===== src/rtl/ccff_bitstream_loader.sv =====
// Purpose : serialises host bitstream words onto a configuration chain and
//           captures the bits leaving the chain tail as readback.
// Latency : first chain shift one cycle after the first accepted word; done one
//           cycle after the last shift. Backpressure: s_ready only while a word
//           slot is free; an empty word slot stalls the chain (not an error).
//
// Ports:
//   prog_clk, pReset          programming clock, synchronous active-high reset
//   start                     begin a load (sampled only in IDLE)
//   s_data/s_valid/s_ready    host word stream, MSB of s_data shifted first
//   ccff_head, ccff_tail      chain head (out) and chain tail (in)
//   cfg_shift_en              external prog_clk gate enable for the chain
//   rb_bit/rb_valid           readback of the chain's previous contents
//   busy, done                load in progress / one-cycle completion pulse
module ccff_bitstream_loader #(
  parameter int CHAIN_LEN = 64,
  parameter int WORD_W    = 8
) (
  input  logic              prog_clk,
  input  logic              pReset,
  input  logic              start,
  input  logic [WORD_W-1:0] s_data,
  input  logic              s_valid,
  output logic              s_ready,
  output logic              ccff_head,
  input  logic              ccff_tail,
  output logic              cfg_shift_en,
  output logic              rb_bit,
  output logic              rb_valid,
  output logic              busy,
  output logic              done
);

  localparam int BL_W    = $clog2(CHAIN_LEN + 1);
  localparam int WB_W    = $clog2(WORD_W + 1);
  localparam int N_WORDS = (CHAIN_LEN + WORD_W - 1) / WORD_W;

  localparam logic [BL_W-1:0] LEN_L   = BL_W'(CHAIN_LEN);
  localparam logic [BL_W-1:0] WORDS_L = BL_W'(N_WORDS);
  localparam logic [BL_W-1:0] BL_ONE  = BL_W'(1);
  localparam logic [WB_W-1:0] WB_FULL = WB_W'(WORD_W);
  localparam logic [WB_W-1:0] WB_ONE  = WB_W'(1);

  typedef enum logic [1:0] {
    IDLE  = 2'd0,
    SHIFT = 2'd1,
    DONE  = 2'd2
  } state_t;

  state_t            state;
  state_t            state_nxt;
  logic [WORD_W-1:0] sreg;
  logic [WB_W-1:0]   word_bits;
  logic [BL_W-1:0]   bits_left;
  logic [BL_W-1:0]   words_owed;
  logic              shift_act;
  logic              accept;

  // The chain shifts whenever the word slot still holds unshifted bits.
  assign shift_act = (state == SHIFT) && (word_bits != '0);
  // Masking with pReset keeps the gated clock from passing one more edge into
  // the fabric on the cycle the load is aborted.
  assign cfg_shift_en = shift_act && !pReset;
  assign ccff_head    = sreg[WORD_W-1];
  assign accept       = s_valid && s_ready;

  always_comb begin
    state_nxt = state;
    s_ready   = 1'b0;
    busy      = 1'b0;
    done      = 1'b0;
    case (state)
      IDLE: begin
        if (start) state_nxt = SHIFT;
      end
      SHIFT: begin
        busy = 1'b1;
        // Refill when the slot is empty, or as its last bit leaves, so that
        // consecutive words stream without a bubble.
        s_ready = (words_owed != '0) &&
                  ((word_bits == '0) || ((word_bits == WB_ONE) && shift_act));
        if (shift_act && (bits_left == BL_ONE)) state_nxt = DONE;
      end
      DONE: begin
        done      = 1'b1;
        state_nxt = IDLE;
      end
      default: state_nxt = IDLE;
    endcase
  end

  always_ff @(posedge prog_clk) begin
    if (pReset) begin
      state      <= IDLE;
      sreg       <= '0;
      word_bits  <= '0;
      bits_left  <= '0;
      words_owed <= '0;
      rb_bit     <= 1'b0;
      rb_valid   <= 1'b0;
    end else begin
      state    <= state_nxt;
      rb_valid <= shift_act;
      if (shift_act) rb_bit <= ccff_tail;

      if ((state == IDLE) && start) begin
        bits_left  <= LEN_L;
        word_bits  <= '0;
        words_owed <= WORDS_L;
      end else if (state == SHIFT) begin
        if (shift_act) begin
          bits_left <= bits_left - BL_ONE;
          sreg      <= sreg << 1;
        end
        if (accept) begin
          sreg       <= s_data;
          word_bits  <= WB_FULL;
          words_owed <= words_owed - BL_ONE;
        end else if (shift_act) begin
          // On the final chain bit the unused low bits of a partial last
          // word are dropped by emptying the slot.
          if (bits_left == BL_ONE) word_bits <= '0;
          else                     word_bits <= word_bits - WB_ONE;
        end
      end
    end
  end

endmodule


===== config.mk =====
export PLATFORM = sky130hd
export DESIGN_NAME = ccff_bitstream_loader
export DESIGN_NICKNAME = d
export VERILOG_FILES = /design/src/rtl/ccff_bitstream_loader.sv
export SDC_FILE = /design/constraint.sdc
export NUM_CORES = 1
export LEC_CHECK = 0
export CORE_MARGIN = 2
export CORE_UTILIZATION = 48
export DETAILED_ROUTE_END_ITERATION = 10
export PLACE_DENSITY = 0.83
export SLEW_MARGIN = 20
export SYNTH_ARGS = -nofsm -noshare
export SYNTH_HDL_FRONTEND = slang
export SYNTH_SLANG_ARGS = --single-unit

===== constraint.sdc =====
create_clock -name prog_clk -period 1.75 [get_ports prog_clk]
set_input_delay 0.2625 -clock prog_clk [delete_from_list [all_inputs] [get_ports prog_clk]]
set_output_delay 0.2625 -clock prog_clk [all_outputs]
set_load 0.005 [all_outputs]

==> results of run 1 <==
## routing by layer
layer	global-route usage (%)	wire, um	vias to the layer above
met3	9.01	300	32
met1	32.7	1810	778
li1	-	-	731
met5	0	0	-
met2	44.4	2430	77
met4	13.6	281	0
## worst max-delay path: stages, from the launching register on
cell,delay (ns)
dfxtp_2,0.34
or4b_1,0.50
a311o_1,0.33
buf_6,0.14
buf_4,0.20
nor2_1,0.13
buf_4,0.16
a211oi_1,0.07
## repair_timing
action                                  4_1_cts  5_1_grt
resized for setup                            32       24
endpoints found under the setup margin       20       23
pin swaps                                     6        3
buffers inserted                              3        0
## power breakdown
part	leakage, nW	internal, mW	switching (mW)
Sequential	0.246	0.705	0.0152
Clock	0.0443	0.333	0.262
Combinational	0.550	0.130	0.152
Total	0.840	1.17	0.429
## placed cells by master (no fill, tap or decap), drive strengths merged, types with 3 or more instances in the layout
cell and n:
inv 11, a21oi 8, buf 33, dfxtp 30, nand2 25, o21ai 4, or3 4, clkbuf 7
nor4 3, mux2i 3, nor2 16, a311oi 8, nor2b 3, ha 6, nand3 3, a211oi 6
xnor2 4, nand4 3, nor3 11, clkdlybuf4s50 15
## through the flow
stage	TNS [ns]	setup WS, ns	hold slack, ns	instance area [sq um]
floorplan	-0.112	-0.0582	0.398	1460
global placement	-1.04	-0.225	0.445	1870
detailed placement	-1.42	-0.243	0.459	1870
CTS	-1.64	-0.195	0.469	2070
global route	-3.80	-0.299	0.474	2160
finish	-2.55	-0.236	0.467	2160
## final timing paths
| check | to | slack [ns] | startpoint |
|---|---|---|---|
| setup / recovery | words_owed[1] | -0.24 | state[1] |
| hold / removal | rb_bit | 0.47 | ccff_tail |
| setup reg to reg | words_owed[1] | -0.24 | state[1] |
| hold reg to reg | rb_bit | 0.48 | rb_bit |
## sequential cells by signal, summed over array words and instances, names as in the netlist
register,cells
state,2
word_bits,4
rb_valid,1
words_owed,7
bits_left,7
sreg,8
rb_bit,1
## area by class of cell
type	count	area, sq um
multi-input cells	127	966
clock inverters	1	30.0
clock buffers	6	51.3
flip-flops and latches	30	608
fillers	167	644
inverters	11	41.3
well taps	31	38.8
repair buffers	50	425
## logic make-up (layout without fill, tap and decap cells)
kind of cell,Yosys count,in the layout,share of synthesized area [%]
and+or+nand+nor,81,81,28.2
DFF,30,30,41.6
muxes,3,3,2.08
AOI/OAI and AO/OA,32,32,15.3
buffers and inverters,18,68,4.68
adders and majority gates,6,6,5.20
xor gates and xnor gates,5,5,3.03
==> metrics.txt, run 1 <==
worst setup margin -0.236 ns; cell count of the worst reg-to-reg path 7; required time of the critical path 1.98 ns; critical path class flip-flop to flip-flop; failing checks negative setup slack; H-tree levels 2; outcome finished, violations left; Worst Skew 0.0217 ns; number of DRC markers in iteration 0 112; Slew Limit Fails 0; Tmin final 1.99 ns; Synth top area share 41.6%; Crit. End Element flip-flop; Worst setup SP type flip-flop; Clock Latency Late Sink 0.35 ns; yosys warns 0; synth-to-layout area growth 49.7%; final wirelength 4.83 mm; Synth async-reset ratio 0%; Vias 1618; PortBufs 19; CTS Sinks 30; # rows 19; Power Density 739 mW/mm^2; vias in the first global route 1521; first-pass GRT wire length 7.11 mm; Post-DRT Antenna Nets 0; Num CTS Buffers 5; Avg Inst Size Synth 8.25 sq um; Max-Cap Viols 0; Ant. Diodes 0; fin util 77.0%; Worst-path clk slew 0.11 ns; Yosys cell types 33; I/O pins 20; share of cells above drive strength 1 32.9%; post-route clock period utilization 113%; CTS root buf clkbuf_4; DRC 0; Total GRT Usage 27.5%; DR vias/cell 6.32; area leader, netlist dfxtp_1; Max FO, Critical Path 10; Syn Std Cell Area 0.00144 sq mm; Finished Layout Cells 256; die height 58.8 um; register bit total from synthesis 30; die area 0.00346 sq mm; drt wl/cell 18.8 um; Final setup viols 18; largest net degree at the start of global routing 15; Synth Net Count 194; Die W 58.8 um; worst min path class primary input to flip-flop; worst-margin pin slew 0.494 ns; worst hold stages 3; Final Hold Viols 0; placed insts 247; DP HPWL 2.80 mm; Worst EP arrival 2.21 ns; Commonest cells post-synth 30 x dfxtp_1, 25 x nand2_1, 16 x nor2_1; nets@finish 244; Synth area leaders dfxtp_1 42%, nand2_1 6.5%, ha_1 5.2%, a311oi_1 4.9%, nor2_1 4.2%; gr ovfl total 0; post-synthesis sequential area ratio 41.6%; FMAX 504 MHz; Core Area 0.00281 sq mm; hold buffer count at cts 0; initial antenna violation count 0; count leader, synth dfxtp_1; P_leak 0.840 nW; EDFF count, synth 0; Max VDD drop 0.810 mV; Rel. slew slack 66.8%; Initial Util 51.5%; Syn Inst Count 175; TritonRoute pass-1 iters 4; CTS tree done; main flop type after synthesis dfxtp_1; GP Congestion 0.887; RSZ-0062 raised after global routing true; Tot Pwr 1.60 mW; clock buffer depth 2
(Power assumes the default switching activity.)
==> run 2: changes to the inputs <==
CORE_UTILIZATION = 46   (was 48)
CTS_CLUSTER_SIZE = 8   (was unset)
PLACE_DENSITY = 0.81   (was 0.83)
==> metrics.txt, run 2 (synthesis results as in run 1) <==
most frequent cells in the layout 27 x buf_4, 24 x nand2_1, 24 x dfxtp_1; worst hold slack 0.463 ns (-0.00385 ns); number of DRC markers in iteration 0 127 (+13%); Initial Util 47.7% (-3.8 points); P_leak 0.852 nW (+1.5%); dpl ws -0.241 ns (+0.00152 ns); # rows 20 (+1); Max-Cap Viols 0 (unchanged); max reg flops 8 (unchanged); Total GRT Usage 25.6% (-2.0 points); r2r setup slk -0.28 ns (-0.04 ns); largest net degree at the start of global routing 18 (+3); most common cell after layout, fill and taps aside buf_4; Vias 1559 (-3.6%); Crit. End Element flip-flop; Largest Register sreg; PortBufs 19 (unchanged); Finished Layout Cells 272 (+6.3%); worst setup margin -0.280 ns (-0.0442 ns); gr ovfl total 0 (unchanged); TNS Setup -2.24 ns (+0.312 ns); Post-DRT Antenna Nets 0 (unchanged); Tmin final 2.03 ns (+0.0442 ns); critical path class flip-flop to flip-flop; CTS root buf clkbuf_4; share of cells above drive strength 1 39.5% (+6.6 points); Tot Pwr 1.47 mW (-8.0%); Max FO, Critical Path 6 (-4); Final setup viols 18 (unchanged); DRC 0 (unchanged); I/O pins 20 (unchanged); critical path's largest stage delay 0.51 ns (about the same); DR vias/cell 5.73 (-9.3%); failing checks negative setup slack; final wirelength 4.73 mm (-2.0%); synth-to-layout area growth 56.8%; Num CTS Buffers 5 (unchanged); placed insts 258 (+4.5%); worst-margin pin slew 0.370 ns (-0.123 ns); slowest CP cell or4b_1; Die W 60.0 um (+2.0%); RSZ-0062 raised after global routing true; Slew Limit Fails 0 (unchanged); CTS Sinks 30 (unchanged); die height 60.0 um (+2.0%); Final Hold Viols 0 (unchanged); Worst-path clk slew 0.11 ns (about the same); Worst Skew 0.0220 ns (+0.000309 ns); drt wl/cell 17.4 um (-7.8%); H-tree levels 2 (unchanged); Worst EP arrival 2.30 ns (+0.09 ns); vias in the first global route 1450 (-4.7%); Power Density 649 mW/mm^2 (-12%); clock buffer depth 2 (unchanged); GP Congestion 0.831 (-6.3%); DP HPWL 2.69 mm (-4.0%); TritonRoute pass-1 iters 4 (unchanged); Clock Latency Late Sink 0.35 ns (about the same); CTS tree done; first-pass GRT wire length 6.56 mm (-7.8%); critical-path cell list or4b_1 -> a311o_1 -> buf_6 -> or4_4 -> a31oi_2; nets@finish 246 (+0.82%); initial antenna violation count 0 (unchanged); FMAX 493 MHz (-2.2%); die area 0.00360 sq mm (+4.1%); Core Area 0.00303 sq mm (+7.9%); Rel. slew slack 75.3% (+8.5 points); post-route clock period utilization 116% (+2.5 points); Max VDD drop 0.498 mV (-39%); required time of the critical path 2.02 ns (+0.04 ns); Ant. Diodes 0 (unchanged); Top Registers sreg (8), bits_left (7), words_owed (7); Worst setup SP type flip-flop; outcome finished, violations left; worst min path class flip-flop to flip-flop
-- run 2: cell types whose count changed in the layout (fill, tap and decap cells not counted), sizes merged --
| cell | before | now |
|---|---|---|
| buf | 33 | 35 |
| bufinv | 1 | 0 |
| clkbuf | 7 | 8 |
| clkinv | 0 | 1 |
-- run 2: worst max-delay path: cells and delay by family (launching register included) --
kind / cells / cell delay [ns]
AOI/OAI and AO/OA: 2 / 0.52
and+or+nand+nor: 2 / 0.94
buffers and inverters: 1 / 0.15
DFF: 1 / 0.34
-- run 2: path summary, 6_finish.rpt --
kind                     start             to  depth (start not counted)
setup / recovery  word_bits[2]  words_owed[3]                          5
hold / removal          rb_bit         rb_bit                          2
setup reg to reg  word_bits[2]  words_owed[3]                          5
hold reg to reg         rb_bit         rb_bit                          2
-- run 2: through the flow --
step           cell area (sq um)  utilization (%)
4_1_cts                     2100             69.4
2_1_floorplan               1460                -
3_3_place_gp                1870             61.9
6_report                    2260             74.8
5_1_grt                     2260             74.8
3_5_place_dp                1870             61.9
-- run 2: cell type report --
cell class	count	area [sq um]
inverter	11	41.3
fill	199	763
timing repair buffer	52	454
tap	44	55.1
clock inverter	1	5.00
sequential	30	608
clock buffer	7	55.1
multi-input combinational	127	1050
-- run 2: power breakdown --
| part | leakage (nW) | switching, mW | internal, mW | total, mW |
|---|---|---|---|---|
| sequential | 0.246 | 0.0160 | 0.705 | 0.721 |
| clock | 0.0353 | 0.248 | 0.194 | 0.443 |
| combinational | 0.571 | 0.162 | 0.143 | 0.306 |
| total | 0.852 | 0.427 | 1.04 | 1.47 |
-- run 2: timing repair --
| item | in CTS | in global routing |
|---|---|---|
| setup buffers | 5 | 2 |
| pin swaps | 8 | 10 |
| gates resized for setup | 41 | 35 |
| setup endpoints to repair | 20 | 23 |
| hold buffers | 0 | 0 |
-- run 2: routing by layer --
layer / share of wire, % / track usage, % / vias to the layer above / routed length (um)
li1: - / - / 736 / -
met1: 37 / 29.5 / 740 / 1770
met2: 53 / 42.4 / 65 / 2490
met3: 5.5 / 7.58 / 18 / 259
met4: 4.5 / 13.3 / 0 / 213
met5: 0 / 0 / - / 0
==> run 3: changes to the inputs <==
ABC_AREA = 1   (was unset)
PLACE_DENSITY = 0.8   (was 0.81)
SETUP_SLACK_MARGIN = 0.02   (was unset)
==> metrics.txt, run 3 <==
post-route clock period utilization 95.0% (-21 points); initial antenna violation count 0 (unchanged); DRC 0 (unchanged); Max FO, Critical Path 5 (-1); clock buffer depth 2 (unchanged); most frequent cells in the layout 52 x nand2_1, 31 x nor2_1, 27 x dfxtp_1; Total GRT Usage 18.7% (-6.9 points); Final Hold Viols 0 (unchanged); synth-to-layout area growth 23.9%; critical-path cell list inv_2 -> nor2_8 -> clkdlybuf4s50_1; Die W 63.6 um (+6.0%); Final setup viols 0 (-18); critical path's largest stage delay 0.52 ns (about the same); Ant. Diodes 0 (unchanged); Worst Skew 0.00591 ns (-0.0161 ns); Tot Pwr 1.44 mW (-1.8%); Power Density 712 mW/mm^2 (+9.8%); die height 63.6 um (+6.0%); Tmin final 1.66 ns (-0.367 ns); critical path class flip-flop to primary output; Min-Delay Startpoint words_owed[4]; Slew Limit Fails 0 (unchanged); number of DRC markers in iteration 0 29 (-77%); most common cell after layout, fill and taps aside nand2_1; main flop type after synthesis dfxtp_1; EDFF count, synth 0 (unchanged); worst-margin pin slew 0.266 ns (-0.104 ns); Commonest cells post-synth 53 x nand2_1, 32 x nor2_1, 30 x dfxtp_1; Worst EP arrival 1.40 ns (-0.90 ns); Num CTS Buffers 5 (unchanged); max reg flops 8 (unchanged); Clk pwr share 28.0% (-2.1 points); die area 0.00405 sq mm (+12%); share of cells above drive strength 1 17.3% (-22 points); Avg Inst Size Synth 7.05 sq um (-15%); CTS tree done; slowest CP cell clkdlybuf4s50_1; r2r startpoint word_bits[0]; TNS Setup 0 ns (+2.24 ns); Max VDD drop 0.535 mV (+7.6%); area leader, netlist dfxtp_1; gr ovfl total 0 (unchanged); PortBufs 19 (unchanged); Vias 1508 (-3.3%); DP HPWL 2.51 mm (-6.8%); Critical path origin state[0]; GP Congestion 0.779 (-6.2%); Post-DRT Antenna Nets 0 (unchanged); Sw Pwr 0.411 mW (-3.6%); TritonRoute pass-1 iters 4 (unchanged); Synth top area share 36.7% (-4.9 points); first-pass GRT wire length 5.86 mm (-11%); Rel. slew slack 82.2% (+6.9 points); Top Registers sreg (8), bits_left (7), words_owed (7); nets@finish 286 (+16%); # rows 21 (+5.0%); P_leak 0.906 nW (+6.3%); CTS root buf clkbuf_4; RSZ-0062 raised after global routing false; required time of the critical path 1.49 ns (-0.53 ns); worst min path class flip-flop to flip-flop; I/O pins 20 (unchanged); Synth area leaders dfxtp_1 37%, nand2_1 12%, nor2_1 7.3%, nand3_1 7.0%, inv_1 5.0%; Syn Std Cell Area 0.00164 sq mm (+13%); Synth Net Count 251 (+29%); Syn Inst Count 232 (+33%); drt wl/cell 11.1 um (-36%); Largest Register sreg; Clock Latency Late Sink 0.33 ns (-0.02 ns); Crit. End Element primary output; Yosys cell types 29 (-12%); Core Area 0.00336 sq mm (+11%); Synth async-reset ratio 0% (unchanged); vias in the first global route 1388 (-4.3%); Max-Cap Viols 0 (unchanged); DR vias/cell 4.83 (-16%); largest net degree at the start of global routing 15 (-3); internal cell power 1.03 mW (-1.1%); CTS Sinks 30 (unchanged); post-synthesis sequential area ratio 36.7% (-4.9 points); count leader, synth nand2_1; hold buffer count at cts 0 (unchanged); Combinational Power Share 21.1% (+0.3 points); FMAX 602 MHz (+22%); yosys warns 0 (unchanged); sw frac 28.5% (-0.53 points); outcome completed; final wirelength 3.47 mm (-27%); H-tree levels 2 (unchanged); Worst-path clk slew 0.08 ns (-0.03 ns); register bit total from synthesis 30 (unchanged); filler cell count 331 (+66%); Seq pwr share 50.9% (+1.8 points); Initial Util 48.6% (+0.94 points); Worst setup SP type flip-flop
-- run 3: metrics by stage --
stage,std cells,setup WS [ns],hold slack (ns),area (sq um),utilization (%)
after floorplan,232,0.301,0.332,1640,-
after global placement,304,0.0555,0.450,1940,57.7
after detailed placement,304,0.0124,0.474,1940,57.7
after CTS,311,0.0213,0.488,2000,59.6
after global routing,312,0.0175,0.502,2030,60.2
final,312,0.0875,0.478,2030,60.2
-- run 3: metal layers --
| layer | global-route usage (%) | up-vias | share of wire (%) |
|---|---|---|---|
| met2 | 31.3 | 11 | 49 |
| met4 | 8.42 | 0 | 1.8 |
| met1 | 22.1 | 682 | 47 |
| met5 | 0 | - | 0 |
| li1 | - | 808 | - |
| met3 | 5.18 | 7 | 2.6 |
-- run 3: critical path: cells and delay by family (launching register included) --
family	cells	cell delay, ns
buffers and inverters	2	0.59
flip-flops	1	0.35
AND/OR/NAND/NOR	1	0.14
-- run 3: worst paths after layout --
check / to / slack [ns] / depth (start not counted)
max: busy / 0.09 / 3
min: words_owed[4] / 0.48 / 2
max reg2reg: word_bits[3] / 0.17 / 13
min reg2reg: words_owed[4] / 0.48 / 2
-- run 3: power groups by stage --
stage                     Combinational [mW]  Clock (mW)  Sequential (mW)
after floorplan                        0.200           0            0.747
after global placement                 0.291           0            0.749
after detailed placement               0.297           0            0.750
after CTS                              0.301       0.423            0.735
after global routing                   0.340       0.441            0.739
final                                  0.305       0.403            0.734
-- run 3: cell families (layout without fill, tap and decap cells) --
kind of cell             after synthesis  in the layout  synth area share [%]
AO/OA/AOI/OAI                         29             29                  9.10
AND/OR/NAND/NOR                      128            128                  37.3
XOR/XNOR                               7              7                  3.75
adder cells (fa/ha/maj)                6              6                  4.59
buffers and inverters                 32             66                  8.49
flip-flops                            30             30                  36.7
-- run 3: final cells by class --
cell class / count / area (sq um) / share of cell area, %
tap: 46 / 57.6 / 2.84
clock buffer: 6 / 51.3 / 2.53
timing repair buffer: 34 / 297 / 14.6
sequential: 30 / 607 / 30.0
multi-input combinational: 170 / 913 / 45.1
inverter: 26 / 100 / 4.94
-- run 3: what timing repair did --
action | CTS | global route
endpoints found under the setup margin | 2 | 20
cloned | 0 | 0
resized for setup | 8 | 8
buffers inserted | 1 | 1
pin swaps | 2 | 2
